==> config.mk <==
export PLATFORM = sky130hd
export DESIGN_NAME = lmsm_sequencer
export DESIGN_NICKNAME = d
export VERILOG_FILES = /design/src/rtl/lmsm_sequencer.sv
export SDC_FILE = /design/constraint.sdc
export NUM_CORES = 1
export LEC_CHECK = 0
export ABC_AREA = 0
export BUFFER_PORTS_ARGS = -buffer_cell sky130_fd_sc_hd__buf_4
export CAP_MARGIN = 20
export CORE_ASPECT_RATIO = 2
export CORE_UTILIZATION = 40
export CTS_BUF_LIST = sky130_fd_sc_hd__clkbuf_8 sky130_fd_sc_hd__clkbuf_16
export CTS_CLUSTER_DIAMETER = 150
export CTS_CLUSTER_SIZE = 10
export DETAILED_ROUTE_END_ITERATION = 12
export GPL_ROUTABILITY_DRIVEN = 0
export SLEW_MARGIN = 10
export SYNTH_ARGS = -nofsm -noshare
export SYNTH_HDL_FRONTEND = slang
export SYNTH_SLANG_ARGS = --single-unit
==> constraint.sdc <==
create_clock -name Clk -period 2.3 [get_ports Clk]
set_input_delay 0.115 -clock Clk [delete_from_list [all_inputs] [get_ports Clk]]
set_output_delay 0.115 -clock Clk [all_outputs]
set_load 0.005 [all_outputs]
==> src/rtl/lmsm_sequencer.sv <==
// LM/SM multi-register transfer sequencer: walks the register mask one
// register per cycle, stalling the front of the pipeline while it runs.
module lmsm_sequencer (
    input  logic        Clk,
    input  logic        Reset,
    input  logic        Start,
    input  logic        Is_Load,
    input  logic [7:0]  Imm8,
    input  logic [15:0] Base_Addr,
    input  logic        Abort,
    output logic [2:0]  Reg_Addr,
    output logic [15:0] Mem_Addr,
    output logic        RF_Write_En,
    output logic        Mem_Write_En,
    output logic        Stallbar,
    output logic        Busy,
    output logic        Done,
    output logic [3:0]  Xfer_Count
);

    localparam int unsigned MASK_W = 8;
    localparam int unsigned ADDR_W = 16;
    localparam int unsigned REG_W  = 3;
    localparam int unsigned CNT_W  = 4;

    typedef enum logic [1:0] {
        S_IDLE = 2'd0,
        S_XFER = 2'd1,
        S_DONE = 2'd2
    } state_t;

    state_t              r_state;
    logic [MASK_W-1:0]   r_mask;
    logic                r_op;
    logic [ADDR_W-1:0]   r_addr;
    logic [CNT_W-1:0]    r_count;

    logic [REG_W-1:0]    w_reg;
    logic [MASK_W-1:0]   w_bit;
    logic [MASK_W-1:0]   w_mask_next;
    logic                w_xfer;

    // Lowest-numbered selected register: mask bit 7 is R0, bit 0 is R7
    always_comb begin
        w_reg = '0;
        for (int j = 7; j >= 0; j--) begin
            if (r_mask[7 - j]) begin
                w_reg = REG_W'(j);
            end
        end
    end

    assign w_bit       = MASK_W'(8'h80) >> w_reg;
    assign w_mask_next = r_mask & ~w_bit;
    assign w_xfer      = (r_state == S_XFER);

    // Sequencer state, latched operands and transfer counter
    always_ff @(posedge Clk or negedge Reset) begin
        if (!Reset) begin
            r_state <= S_IDLE;
            r_mask  <= '0;
            r_op    <= 1'b0;
            r_addr  <= '0;
            r_count <= '0;
        end else begin
            case (r_state)
                S_IDLE: begin
                    // A flush in the same cycle kills the instruction in decode
                    if (Start && !Abort) begin
                        r_mask  <= Imm8;
                        r_op    <= Is_Load;
                        r_addr  <= Base_Addr;
                        r_count <= '0;
                        r_state <= (Imm8 == '0) ? S_DONE : S_XFER;
                    end
                end
                S_XFER: begin
                    if (Abort) begin
                        r_state <= S_IDLE;
                    end else begin
                        r_mask  <= w_mask_next;
                        r_addr  <= r_addr + ADDR_W'(1);
                        r_count <= r_count + CNT_W'(1);
                        r_state <= (w_mask_next == '0) ? S_DONE : S_XFER;
                    end
                end
                S_DONE: begin
                    r_state <= S_IDLE;
                end
                default: begin
                    r_state <= S_IDLE;
                end
            endcase
        end
    end

    // Outputs decoded from state; strobes and Done squashed by a same-cycle flush
    assign Reg_Addr     = w_xfer ? w_reg  : '0;
    assign Mem_Addr     = w_xfer ? r_addr : '0;
    assign RF_Write_En  = w_xfer &  r_op & ~Abort;
    assign Mem_Write_En = w_xfer & ~r_op & ~Abort;
    assign Done         = (r_state == S_DONE) & ~Abort;
    assign Stallbar     = ~w_xfer;
    assign Busy         = (r_state != S_IDLE);
    assign Xfer_Count   = r_count;

endmodule

==> impl_metrics.env, run 1 <==
export IMPL_status="complete, no violations"
export IMPL_synth_distinct_cells=48
export IMPL_netlist_top_cells_area="dfrtp_1 (39%), a21oi_1 (5.8%), and2_1 (4.1%), nand2_1 (3.6%), nor2_1 (3.2%)"
export IMPL_grt_max_degree=32
export IMPL_reg2reg_to="r_state[1]"
export IMPL_cts_repair_resized=0
export IMPL_rows=36
export IMPL_io_buffers=56
export IMPL_cp_max_fo=8
export IMPL_grt_pass1_vias=1887
export IMPL_clk_pin_slew_ps=60
export IMPL_grt_pass1_wl_microns=8850
export IMPL_grt_antenna_before_repair=0
export IMPL_holdBufCountCts=1
export IMPL_synthMuxAreaShare_pct=2.56
export IMPL_rr_startpoint="r_mask[5]"
export IMPL_finalCritPeriodShare_pct=80.5
export IMPL_ys_ff_latch=31
export IMPL_synth_top_cell_area_share_pct=38.8
export IMPL_dp_hpwl_microns=4050
export IMPL_dieArea_sq_um=5310
export IMPL_drcViolationCount=0
export IMPL_maxSlewViolCount=0
export IMPL_dp_cells=339
export IMPL_holdWs_ps=65.4
export IMPL_r2r_slack_ps=450
export IMPL_leakage_nw=1.13
export IMPL_rsz0062_at_grt="false"
export IMPL_coreArea_sq_um=4820
export IMPL_hold_path_class="primary input to register"
export IMPL_hold_depth=2
export IMPL_fin_worst_skew_ps=2.22
export IMPL_drt_pass1_iterations=4
export IMPL_postSynthCellCount=238
export IMPL_yosysTopAreaCell="dfrtp_1"
export IMPL_irDropWorstVdd_mv=0.523
export IMPL_startpoint_type="register"
export IMPL_finish_net_count=321
export IMPL_wl_per_cell_microns=15.8
export IMPL_setup_violations=0
export IMPL_via_per_inst=5.72
export IMPL_synth_enable_flop_cells=0
export IMPL_slew_headroom_pct=35.5
export IMPL_first_iter_violations=39
export IMPL_period_minus_slack_ps=1850
export IMPL_n_antenna_cell=0
export IMPL_dr_total_vias=1978
export IMPL_final_setup_worst_slack_ps=448
export IMPL_synth_seq_area_share_pct=38.8
export IMPL_fin_cells=346
export IMPL_cts_setup_buffers=0
export IMPL_die_y_microns=102
export IMPL_ctsRootBufferMaster="clkbuf_8"
export IMPL_areaGrowthSynthToFinish_pct=27.0
export IMPL_synth_most_common_cell="dfrtp_1"
export IMPL_io_pins=57
export IMPL_hold_violations=0
export IMPL_reg2reg_depth=4
export IMPL_ant_nets=0
export IMPL_arrival_ps=2040
export IMPL_hold_start="Is_Load"
export IMPL_yosys_warnings=0
export IMPL_dp_slack_ps=476
export IMPL_grt_use_total_pct=22.4
export IMPL_min_to="r_op"
export IMPL_die_width_microns=52.0
export IMPL_netlist_top_cells_count="dfrtp_1 (31), a21oi_1 (23), nand2_1 (19)"
export IMPL_endpoint_kind="register"
export IMPL_setup_worst_path_class="register to register"
export IMPL_cts_tree="built"
export IMPL_synthArstFlopShare_pct=100
export IMPL_syn_nets=269
export IMPL_yosys_area_share_simple_pct=26.0
export IMPL_drv_cap=0
export IMPL_synth_xor_area_share_pct=0.876
export IMPL_cts_buffers=5
export IMPL_syn_area_sq_um=2000
export IMPL_clockBufferDepth=2
export IMPL_routed_wl_microns=5450
export IMPL_p_total_mw=2.27
export IMPL_clk_latency_ps=280
export IMPL_powerDensity_nw_per_um2=894
export IMPL_h_tree_depth=2
export IMPL_grt_overflow_total=0
export IMPL_synthAdderAreaFrac_pct=2.25
export IMPL_max_freq_mhz=540
export IMPL_tns_ps=0
export IMPL_max_slew_worst_pin_slew_ps=961
export IMPL_synth_compound_area_share_pct=24.0
export IMPL_synth_area_per_cell_sq_um=8.41
export IMPL_crit_required_ps=2490
export IMPL_initial_core_util_pct=41.5
export IMPL_synth_top_family_by_area="simple AND/OR/NAND/NOR gates"
export IMPL_cts_sinks=31
export IMPL_drive_gt1_share_pct=26.0
export IMPL_ys_flop_type="dfrtp_1"
## critical path, stage by stage, from the launching register on
cell       delay (ps)
dfrtp_1           450
or4_4             610
a2111oi_4         360
o22ai_1           160
o31ai_2           180
## registers in the layout, indices dropped and copies added, names as in the netlist
name	cells
r_addr	16
r_op	1
r_state	2
r_mask	8
Xfer_Count	4
## where the power goes
part	switching (mW)	internal [mW]
Combinational	0.436	0.448
Clock	0.192	0.197
Sequential	0.280	0.718
Total	0.908	1.36
## cells by family (layout without fill, tap and decap cells)
family	Yosys count	count (layout)
buffers and inverters	27	78
AOI/OAI and AO/OA	72	72
adders and majority gates	4	4
and+or+nand+nor	97	97
muxes	5	5
DFF	31	31
xor gates and xnor gates	2	2
## layout by cell type, fill, tap and decap left out, types with 6 or more instances in the layout
cell      n
buf_4    61
dfrtp_1  31
a21oi_1  23
nand2_1  19
nor2_1   17
and2_1   13
nand3_1  12
o21ai_0  10
o22ai_1  10
inv_1     9
nor3_1    7
o21ai_1   6
## area by class of cell
type,count,area [sq um]
Clock inverter,1,3.75
Fill cell,475,2280
Timing Repair Buffer,62,468
Sequential cell,31,776
Clock buffer,5,68.8
Inverter,10,37.5
Multi-Input combinational cell,180,1120
Tap cell,57,71.3
## per-stage QoR
stage	utilization, %	instance area [sq um]
after floorplan	-	2000
after global placement	51.0	2460
after detailed placement	51.0	2460
after CTS	52.7	2540
after global routing	52.7	2540
final	52.7	2540
## worst max path at each step
stage | from | end | depth (start not counted) | slack (ps)
floorplan | r_mask[5] | r_state[1] | 5 | 510
global placement | r_mask[5] | r_state[1] | 4 | 510
detailed placement | r_mask[5] | r_state[1] | 4 | 480
CTS | r_mask[5] | r_state[1] | 4 | 450
global route | r_state[0] | Reg_Addr[0] | 4 | 360
finish | r_mask[5] | r_state[1] | 4 | 450
## per-layer routing
metal  share of wire (%)  vias to the layer above  routed length, microns  GRT usage (%)
li1                    -                      977                       -              -
met1                  39                      945                    2120           24.5
met2                  55                       45                    3010           41.2
met3                 3.4                       11                     186           3.13
met4                 2.5                        0                     136           9.56
met5                   0                        -                       0              0
No activity file was read; power rests on OpenSTA's default activity.
==> run 2, diff against run 1 <==
--- a/config.mk
+++ b/config.mk
@@ -15,6 +15,7 @@
 export CTS_CLUSTER_SIZE = 10
 export DETAILED_ROUTE_END_ITERATION = 12
 export GPL_ROUTABILITY_DRIVEN = 0
+export PLACE_DENSITY = 0.67
 export SLEW_MARGIN = 10
 export SYNTH_ARGS = -nofsm -noshare
 export SYNTH_HDL_FRONTEND = slang
==> constraint.sdc (replaced) <==
create_clock -name Clk -period 1.5 [get_ports Clk]
set_input_delay 0.075 -clock Clk [delete_from_list [all_inputs] [get_ports Clk]]
set_output_delay 0.075 -clock Clk [all_outputs]
set_load 0.005 [all_outputs]
==> run 2 against run 1 <==
Effect of this change: the flow now finishes with violations (negative setup slack); non-clock buffer count is 58 higher; first-iteration DRC count is 49% higher; sequential cell count stayed put; critical endpoint is now r_state[0].
==> impl_metrics.env, run 2 (synthesis results as in run 1) <==
export IMPL_ant_nets=0
export IMPL_busiest_layer="met2"
export IMPL_grt_use_total_pct=25.6
export IMPL_leakage_nw=1.51
export IMPL_finalCritPeriodShare_pct=116
export IMPL_grt_pass1_wl_microns=10100
export IMPL_die_y_microns=102
export IMPL_areaGrowthSynthToFinish_pct=63.4
export IMPL_die_width_microns=52.0
export IMPL_first_iter_violations=58
export IMPL_h_tree_depth=2
export IMPL_cp_max_fo=4
export IMPL_drive_gt1_share_pct=47.3
export IMPL_via_per_inst=5.60
export IMPL_grt_overflow_total=0
export IMPL_startpoint_type="register"
export IMPL_grt_antenna_before_repair=0
export IMPL_grt_pass1_vias=2202
export IMPL_rows=36
export IMPL_coreArea_sq_um=4820
export IMPL_cts_buffers=5
export IMPL_clk_latency_ps=280
export IMPL_status="finished with violations"
export IMPL_grtUsageMet2_pct=50.0
export IMPL_irDropWorstVdd_mv=1.38
export IMPL_regMostFlops="r_addr"
export IMPL_drt_pass1_iterations=4
export IMPL_dr_total_vias=2264
export IMPL_final_cell_mix="buf_4 (102), dfrtp_1 (28), a21oi_1 (21), nand2_1 (18)"
export IMPL_slew_headroom_pct=72.5
export IMPL_io_pins=57
export IMPL_powerDensity_nw_per_um2=1380
export IMPL_post_dp_cell_area_sq_um=2770
export IMPL_clockBufferDepth=2
export IMPL_hold_violations=0
export IMPL_crit_required_ps=1660
export IMPL_setup_worst_path_class="register to register"
export IMPL_cts_tree="built"
export IMPL_drcViolationCount=0
export IMPL_io_buffers=56
export IMPL_rsz0062_at_grt="true"
export IMPL_dp_hpwl_microns=4560
export IMPL_setup_violations=7
export IMPL_arrival_ps=1900
export IMPL_gr_usage_met1_pct=25.4
export IMPL_cts_sinks=31
export IMPL_maxSlewViolCount=0
export IMPL_wl_per_cell_microns=16.3
export IMPL_clk_pin_slew_ps=60
export IMPL_max_slew_worst_pin_slew_ps=413
export IMPL_final_cell_area_sq_um=3270
export IMPL_dieArea_sq_um=5310
export IMPL_reg2reg_depth=4
export IMPL_grt_max_degree=32
export IMPL_initial_core_util_pct=41.5
export IMPL_period_minus_slack_ps=1740
export IMPL_hold_path_class="primary input to register"
export IMPL_finish_net_count=379
export IMPL_final_common_cell="buf_4"
export IMPL_endpoint_kind="register"
export IMPL_max_freq_mhz=573
export IMPL_fin_worst_skew_ps=9.30
export IMPL_final_setup_worst_slack_ps=-245
export IMPL_p_total_mw=4.50
export IMPL_ctsRootBufferMaster="clkbuf_8"
export IMPL_routed_wl_microns=6580
export IMPL_drv_cap=0
export IMPL_largest_reg_flops=16
export IMPL_n_antenna_cell=0
export IMPL_violations="negative setup slack"
export IMPL_grt_use_met3_pct=2.98
export IMPL_hold_depth=2
[run 2: cell types whose count changed in the layout (fill, tap and decap cells not counted), sizes merged]
cell / delta
buf: +58
[run 2: per-stage QoR]
stage | TNS, ps | setup slack [ps] | hold WS (ps) | instances | util (%)
after global placement | -416 | -125 | 34.2 | 377 | 57.4
final | -1330 | -245 | 33.2 | 404 | 67.8
after floorplan | -537 | -208 | -221 | 238 | -
after CTS | -917 | -226 | 26.1 | 389 | 62.0
after global routing | -1830 | -277 | 37.4 | 404 | 67.8
after detailed placement | -550 | -157 | 35.2 | 377 | 57.4
[run 2: final timing paths]
path,from,to,slack [ps]
setup / recovery,r_mask[7],r_state[0],-240
hold reg to reg,r_op,r_op,540
setup reg to reg,r_mask[7],r_state[0],-240
hold / removal,Imm8[1],r_mask[1],30
max in group asynchronous,Reset,r_mask[1],900
min in group asynchronous,Reset,r_addr[6],270
[run 2: per-layer routing]
metal  up-vias  part of all wire (%)
met5         -                     0
met2        57                    60
met1      1095                    35
met4         0                   2.7
li1       1098                     -
met3        14                   2.8
[run 2: repair_timing]
action                                 4_1_cts  5_1_grt
gates cloned                                 0        0
hold buffers                                 1        0
pin swaps                                    9        2
endpoints found under the hold margin       31        0
setup endpoints to repair                   24       36
resized for setup                           23       39
buffers inserted                             5       15
[run 2: cell type report]
type                            instances  area [sq um]
Clock buffer                            5          68.8
Clock inverter                          1          3.75
Fill cell                             398          1550
Inverter                               10          40.0
Multi-Input combinational cell        180          1330
Sequential cell                        31           779
Tap cell                               57          71.3
Timing Repair Buffer                  120           978
[run 2: report_power, final]
part	total, mW	switching (mW)	leakage, nW	internal, mW
Clock	0.593	0.291	0.0413	0.302
Sequential	1.38	0.271	0.364	1.11
Combinational	2.53	1.23	1.10	1.30
Total	4.50	1.79	1.51	2.71
[run 2: worst max-delay path: stages, from the launching register on]
cell and delay, ps:
dfrtp_1 380, or4_4 590, a2111oi_4 360, o22ai_2 140, o2bb2ai_1 150
